==> config.mk <==
export PLATFORM = sky130hd
export DESIGN_NAME = piso
export DESIGN_NICKNAME = d
export VERILOG_FILES = /design/src/rtl/sipo_pkg.sv /design/src/rtl/piso_fifo.sv /design/src/rtl/piso.sv
export SDC_FILE = /design/constraint.sdc
export NUM_CORES = 1
export LEC_CHECK = 0
export ABC_AREA = 1
export BUFFER_PORTS_ARGS = -buffer_cell sky130_fd_sc_hd__buf_2
export CAP_MARGIN = 20
export CORE_ASPECT_RATIO = 0.8
export CORE_MARGIN = 2
export CORE_UTILIZATION = 50
export DETAILED_ROUTE_END_ITERATION = 16
export PLACE_DENSITY = 0.68
export SYNTH_ARGS = -nofsm -noshare
export SYNTH_HDL_FRONTEND = slang
export SYNTH_HIERARCHICAL = 1
export SYNTH_SLANG_ARGS = --single-unit
==> constraint.sdc <==
create_clock -name clk -period 8 [get_ports clk]
set_input_delay 1.2 -clock clk [delete_from_list [all_inputs] [get_ports clk]]
set_output_delay 1.2 -clock clk [all_outputs]
set_load 0.005 [all_outputs]
==> src/rtl/sipo_pkg.sv <==
// rtl/sipo_pkg.sv - shared widths, depths and serializer state for the piso/sipo pair
package sipo_pkg;

  // Parallel word width and queue depth shared by both ends of the serial link
  localparam int PISO_WIDTH = 32;
  localparam int PISO_DEPTH = 4;

  // The deserializer derives its geometry from the serializer so the two always agree
  localparam int SIPO_WIDTH = PISO_WIDTH;
  localparam int SIPO_DEPTH = PISO_DEPTH;

  // Serializer control states
  typedef enum logic {
    IDLE  = 1'b0,
    SHIFT = 1'b1
  } ser_state_e;

  // Bit counter must hold the value WIDTH itself, hence one extra bit
  function automatic int bitcnt_width(input int width);
    return $clog2(width) + 1;
  endfunction

endpackage

==> src/rtl/piso_fifo.sv <==
// rtl/piso_fifo.sv - single-clock word queue with registered occupancy count
module piso_fifo
  import sipo_pkg::*;
#(
  parameter int WIDTH = PISO_WIDTH,
  parameter int DEPTH = PISO_DEPTH
) (
  input  logic                     clk,
  input  logic                     rst,
  input  logic                     push,
  input  logic [WIDTH-1:0]         push_data,
  input  logic                     pop,
  output logic [WIDTH-1:0]         head_data,
  output logic [$clog2(DEPTH):0]   count,
  output logic                     empty
);

  localparam int AW = $clog2(DEPTH);
  localparam int CW = AW + 1;

  logic [WIDTH-1:0] mem [DEPTH];
  logic [AW-1:0]    wr_ptr;
  logic [AW-1:0]    rd_ptr;
  logic             full;
  logic             do_push;
  logic             do_pop;

  // Status comes from the registered count only, so a word written this
  // cycle cannot be seen at the head until the following edge.
  assign full      = (count == CW'(DEPTH));
  assign empty     = (count == '0);
  assign do_push   = push && !full;
  assign do_pop    = pop && !empty;
  assign head_data = mem[rd_ptr];

  // Storage array; contents need no reset because count gates every read
  always_ff @(posedge clk) begin
    if (do_push) begin
      mem[wr_ptr] <= push_data;
    end
  end

  // Pointers wrap naturally since DEPTH is a power of two
  always_ff @(posedge clk) begin
    if (rst) begin
      wr_ptr <= '0;
      rd_ptr <= '0;
    end else begin
      if (do_push) begin
        wr_ptr <= wr_ptr + AW'(1);
      end
      if (do_pop) begin
        rd_ptr <= rd_ptr + AW'(1);
      end
    end
  end

  // Occupancy: simultaneous push and pop leave it unchanged
  always_ff @(posedge clk) begin
    if (rst) begin
      count <= '0;
    end else begin
      case ({do_push, do_pop})
        2'b10:   count <= count + CW'(1);
        2'b01:   count <= count - CW'(1);
        default: count <= count;
      endcase
    end
  end

endmodule

==> src/rtl/piso.sv <==
// rtl/piso.sv - queued parallel-in serial-out shifter, LSB first, with pause and underrun
module piso
  import sipo_pkg::*;
#(
  parameter int   WIDTH    = PISO_WIDTH,
  parameter int   DEPTH    = PISO_DEPTH,
  parameter logic IDLE_BIT = 1'b0
) (
  input  logic             clk,
  input  logic             rst,
  input  logic             en,
  input  logic             in_valid,
  output logic             in_ready,
  input  logic [WIDTH-1:0] in_data,
  output logic             sout,
  output logic             sout_valid,
  output logic             busy,
  output logic             underrun
);

  localparam int BW = bitcnt_width(WIDTH);
  localparam int CW = $clog2(DEPTH) + 1;

  logic [WIDTH-1:0] head_data;
  logic [CW-1:0]    fifo_count;
  logic             fifo_empty;
  logic             push;
  logic             pop;

  ser_state_e       state_q,  state_d;
  logic [WIDTH-1:0] shreg_q,  shreg_d;
  logic [BW-1:0]    bitcnt_q, bitcnt_d;
  logic             sout_d;
  logic             sout_valid_d;
  logic             underrun_d;
  logic             load;

  // Readiness is a pure function of the registered count, held low in reset
  assign in_ready = (fifo_count < CW'(DEPTH)) && !rst;
  assign push     = in_valid && in_ready;
  assign pop      = load;
  assign busy     = (state_q == SHIFT) || !fifo_empty;

  piso_fifo #(
    .WIDTH (WIDTH),
    .DEPTH (DEPTH)
  ) u_fifo (
    .clk       (clk),
    .rst       (rst),
    .push      (push),
    .push_data (in_data),
    .pop       (pop),
    .head_data (head_data),
    .count     (fifo_count),
    .empty     (fifo_empty)
  );

  // Next-state logic: everything holds unless enabled; valid and underrun default low
  always_comb begin
    state_d      = state_q;
    shreg_d      = shreg_q;
    bitcnt_d     = bitcnt_q;
    sout_d       = sout;
    sout_valid_d = 1'b0;
    underrun_d   = 1'b0;
    load         = 1'b0;

    if (en) begin
      case (state_q)
        IDLE: begin
          if (!fifo_empty) begin
            load = 1'b1;
          end
        end
        SHIFT: begin
          if (bitcnt_q < BW'(WIDTH)) begin
            sout_d       = shreg_q[0];
            shreg_d      = shreg_q >> 1;
            bitcnt_d     = bitcnt_q + BW'(1);
            sout_valid_d = 1'b1;
          end else if (!fifo_empty) begin
            // Chain straight into the next word so there is no gap bit
            load = 1'b1;
          end else begin
            state_d    = IDLE;
            sout_d     = IDLE_BIT;
            underrun_d = 1'b1;
          end
        end
        default: begin
          state_d = IDLE;
        end
      endcase

      // A load puts bit 0 on the line and keeps the remainder for shifting
      if (load) begin
        sout_d       = head_data[0];
        shreg_d      = head_data >> 1;
        bitcnt_d     = BW'(1);
        sout_valid_d = 1'b1;
        state_d      = SHIFT;
      end
    end
  end

  // State, shifter and registered outputs; reset discards any partial word silently
  always_ff @(posedge clk) begin
    if (rst) begin
      state_q    <= IDLE;
      shreg_q    <= '0;
      bitcnt_q   <= '0;
      sout       <= IDLE_BIT;
      sout_valid <= 1'b0;
      underrun   <= 1'b0;
    end else begin
      state_q    <= state_d;
      shreg_q    <= shreg_d;
      bitcnt_q   <= bitcnt_d;
      sout       <= sout_d;
      sout_valid <= sout_valid_d;
      underrun   <= underrun_d;
    end
  end

endmodule
==> report_table.html <==
<table>
<tr><th>Metric</th><th>Value</th></tr>
<tr><th colspan="2">Logic synthesis</th></tr>
<tr><td>Mean instance size in the synthesized netlist</td><td>roughly 10 um^2</td></tr>
<tr><td>Portion of netlist area occupied by mux cells</td><td>0%</td></tr>
<tr><td>Number of nets produced by synthesis</td><td>approximately 760</td></tr>
<tr><td>Synthesis Warnings</td><td>6</td></tr>
<tr><td>Combinational family with the most area after synthesis</td><td>simple AND/OR/NAND/NOR gates</td></tr>
<tr><td>Post-Synthesis Cells</td><td>between 700 and 800</td></tr>
<tr><td>Simple-gate share of the synthesized area</td><td>between 10% and 20%</td></tr>
<tr><td>Compound-cell area share of the yosys netlist</td><td>10.5%</td></tr>
<tr><td>Number of storage elements in the synthesis netlist</td><td>approximately 180</td></tr>
<tr><td>XOR/XNOR Fraction of Synth Area</td><td>0%</td></tr>
<tr><td>Share of the yosys chip area belonging to registers</td><td>roughly 65%</td></tr>
<tr><td>Post-synth design cell area</td><td>~7500 um^2</td></tr>
<tr><td>Count of different cell masters after synthesis</td><td>27</td></tr>
<tr><td>Post-Synth Adder-Cell Area</td><td>between 1 and 1.5%</td></tr>
<tr><th colspan="2">STA</th></tr>
<tr><td>Max Fclk</td><td>approximately 0.30 GHz</td></tr>
<tr><td>Min Clock Period, post-route</td><td>around 3400 ps</td></tr>
<tr><td>Final period util</td><td>between 40% and 50%</td></tr>
<tr><td>Fin. max-slew vios</td><td>0</td></tr>
<tr><td>Pin slew with the least headroom to its limit</td><td>979 ps</td></tr>
<tr><td>Setup Total Neg Slack</td><td>0 ps</td></tr>
<tr><td>Setup repair after global routing missed its margin</td><td>no</td></tr>
<tr><td>Number of setup violations in the final report</td><td>0</td></tr>
<tr><td>Setup Skew</td><td>10.6 ps</td></tr>
<tr><td>Hold Worst Slack</td><td>466 ps</td></tr>
<tr><td>Relative slew margins</td><td>between 30% and 40%</td></tr>
<tr><td>Final hold violation count</td><td>0</td></tr>
<tr><th colspan="2">Finish</th></tr>
<tr><td>Top library cells by usage in the layout, fill and taps aside</td><td>128 x edfxtp_1, 94 x nand2_1, 91 x inv_1, 83 x nor2_1, 72 x nand3_1</td></tr>
<tr><td>Diode insertion count for antenna repair</td><td>0</td></tr>
<tr><td>Share of the core filled with cells in the final layout</td><td>57.5%</td></tr>
<tr><td>Register area</td><td>4850 um^2</td></tr>
<tr><td>Most common library cell in the layout ignoring fill and taps</td><td>edfxtp_1</td></tr>
<tr><td>Fillers</td><td>1,198</td></tr>
<tr><td>Area taken by multi-input logic gates</td><td>around 2000 um^2</td></tr>
<tr><td>Proportion of layout cells with a drive suffix above 1</td><td>between 10% and 20%</td></tr>
<tr><td>Synthesis-to-layout area growth</td><td>10.9%</td></tr>
<tr><td>Nets</td><td>between 700 and 800</td></tr>
<tr><th colspan="2">Route</th></tr>
<tr><td>Count of nets left with antenna violations after detail routing</td><td>0</td></tr>
<tr><td>Avg Vias per Cell</td><td>roughly 5.3</td></tr>
<tr><td>Drt drc</td><td>0</td></tr>
<tr><td>Avg WL per Cell</td><td>around 16 um</td></tr>
<tr><td>Pre-antenna DRT Iters</td><td>5</td></tr>
<tr><td>Wire length after detailed routing</td><td>14.9 mm</td></tr>
<tr><td>Detailed-route via count</td><td>roughly 5k</td></tr>
<tr><td>First DRT Iteration DRCs</td><td>343</td></tr>
<tr><th colspan="2">Clock network</th></tr>
<tr><td>Clock Sinks</td><td>approximately 180</td></tr>
<tr><td>Skew-Pair Late Insertion Delay</td><td>~430 ps</td></tr>
<tr><td>Number of hold buffers added after CTS</td><td>0</td></tr>
<tr><td>Clock slew seen by the registers of the worst setup and hold paths</td><td>roughly 60 ps</td></tr>
<tr><td>Buffers from clock root to sink, at most</td><td>2</td></tr>
<tr><td>Number of gates resized after CTS</td><td>0</td></tr>
<tr><td>CTS HTree Levels</td><td>4</td></tr>
<tr><td>Number of buffers inserted to repair setup after CTS</td><td>0</td></tr>
<tr><td>CTS tree</td><td>done</td></tr>
<tr><td>TritonCTS buffer count</td><td>17</td></tr>
<tr><td>CTS root buffer</td><td>clkbuf_16</td></tr>
<tr><th colspan="2">Placed design</th></tr>
<tr><td>Placed wire-length estimate</td><td>between 8 and 9 mm</td></tr>
<tr><td>Count of buffers from port buffering</td><td>40</td></tr>
<tr><td>Global placement routability congestion</td><td>0.775</td></tr>
<tr><th colspan="2">Critical path</th></tr>
<tr><td>Slowest Stage Delay on Critical Path</td><td>roughly 700 ps</td></tr>
<tr><td>Most Frequent Cell on Critical Path</td><td>buf_2</td></tr>
<tr><td>CP Launch Type</td><td>input pin</td></tr>
<tr><td>Worst path arrival time</td><td>approximately 2200 ps</td></tr>
<tr><td>Critical Path, Cell by Cell</td><td>buf_2, nor2_1, buf_2</td></tr>
<tr><td>Crit path kind</td><td>in -&gt; out</td></tr>
<tr><td>Kind of end point of the critical path</td><td>output pin</td></tr>
<tr><td>Peak fanout along the critical path</td><td>41</td></tr>
<tr><td>CP top delay family</td><td>buffers and inverters</td></tr>
<tr><td>Required time reported for the critical path endpoint</td><td>about 7000 ps</td></tr>
<tr><td>Critical-path top delay cell</td><td>buf_2</td></tr>
<tr><td>CP Buf/Inv Count</td><td>2</td></tr>
<tr><th colspan="2">Global routing</th></tr>
<tr><td>Combined global-route utilization of all metal layers</td><td>about 20%</td></tr>
<tr><td>Global Route met1 Usage</td><td>approximately a quarter</td></tr>
<tr><td>Global Route met3 Usage</td><td>under 10%</td></tr>
<tr><td>Sum of overflow across all layers after global routing</td><td>0</td></tr>
<tr><td>Maximum number of pins on one net before global-route repair</td><td>66</td></tr>
<tr><td>Busiest layer in global routing</td><td>met2</td></tr>
<tr><td>Number of global-route vias before repair</td><td>4,808</td></tr>
<tr><td>Initial antenna violation count</td><td>0</td></tr>
<tr><td>Global-route wire length before repair</td><td>approximately 24 mm</td></tr>
<tr><td>Met2 Track Usage GR</td><td>32.6%</td></tr>
<tr><th colspan="2">Floorplan</th></tr>
<tr><td>Horiz. Die Dim</td><td>~140 um</td></tr>
<tr><td>Placeable core area</td><td>between 10,000 and 15,000 um^2</td></tr>
<tr><td>Die ar.</td><td>about 16,000 um^2</td></tr>
<tr><td>Placement row count</td><td>39</td></tr>
<tr><td>Top Ports</td><td>41</td></tr>
<tr><td>Die Y</td><td>~110 um</td></tr>
<tr><td>Initial cell density of the core</td><td>51.8%</td></tr>
<tr><th colspan="2">Run status</th></tr>
<tr><td>Run status</td><td>completed</td></tr>
<tr><th colspan="2">Worst hold path</th></tr>
<tr><td>Path class of the lowest-slack min-delay path</td><td>reg -&gt; reg</td></tr>
<tr><th colspan="2">Power</th></tr>
<tr><td>Power density cells</td><td>around 260 nW/um^2</td></tr>
<tr><td>Static leakage</td><td>3.18 nW</td></tr>
<tr><td>Worst vdd rail ir drop</td><td>about 0.16 mV</td></tr>
<tr><th colspan="2">Job</th></tr>
<tr><td>Max Cap Violations</td><td>0</td></tr>
</table>
[synthesized netlist by cell type, drive strengths merged]
cell,count,area share [%]
a21oi,38,3.3
buf,33,3.3
clkbuf,7,0.35
dfxtp,50,13
edfxtp,128,51
fa,1,0.27
ha,6,1.0
inv,95,4.9
nand2,98,5.2
nand3,72,4.8
nand4,3,0.25
nor2,88,4.4
nor3b,1,0.10
nor4,1,0.084
o21ai,67,4.5
o22ai,32,2.7
or2,1,0.084
[where the power goes]
group | leakage [nW] | switching [W] | internal, W
Clock | 0.274 | 0.000324 | 0.000485
Sequential | 1.57 | 0.0000214 | 0.00104
Combinational | 1.34 | 0.000199 | 0.0000929
Total | 3.18 | 0.000544 | 0.00162
[final cells by class]
type                    instances  share of cell area [%]
clock buffers                  19                    5.21
clock inverters                11                    1.69
inverters                      95                    4.39
multi-input cells             408                    24.3
flip-flops and latches        178                    58.4
well taps                     184                    2.77
repair buffers                 47                    3.29
[worst register-to-register path: stages (launching register included)]
cell and delay, ps:
dfxtp_1 380, inv_1 100, nand2_1 130, inv_1 120, inv_2 490, nand3_1 180, inv_1 150, nand2_1 90
inv_1 90, ha_1 160, inv_1 60, fa_1 390, inv_1 70, nand2_1 40, nand3_1 90, nand2_1 70
nand2_1 60, nor2_1 40
[cells by family (layout without fill, tap and decap cells)]
family,after synthesis,in the layout
and+or+nand+nor,264,264
buffers and inverters,135,172
adders and majority gates,7,7
AOI/OAI and AO/OA,137,137
DFF,178,178
[layer usage]
metal | vias up | share of wire, %
li1 | 2487 | -
met1 | 2382 | 46
met2 | 115 | 48
met3 | 9 | 4.9
met4 | 0 | 0.74
met5 | - | 0
[path summary, 6_finish.rpt]
check | depth (start not counted) | from | slack [ps] | to
worst max-delay path | 3 | rst | 4620 | in_ready
worst min-delay path | 2 | sout | 470 | sout
worst max register to register | 17 | u_fifo/count[2] | 5180 | u_fifo/count[2]
worst min register to register | 2 | sout | 470 | sout
[metrics by stage]
step / worst slack (ps) / power (W) / cells / area [um^2]
finish: 4620 / 0.00216 / 942 / 8300
global route: 4520 / 0.00226 / 942 / 8300
CTS: 4610 / 0.00217 / 941 / 8270
detailed placement: 4470 / 0.00136 / 911 / 7700
global placement: 4580 / 0.00135 / 911 / 7700
floorplan: 4170 / 0.00130 / 721 / 7490
[state kept, by name, indices dropped and copies added (netlist names), named ones only]
name and flops:
bitcnt_q 6, shreg_q 31, sout 1, sout_valid 1, state_q 1, u_fifo/count 3, u_fifo/mem 128, u_fifo/rd_ptr 2
u_fifo/wr_ptr 2, underrun 1
Power figures use the tool's default switching activity.
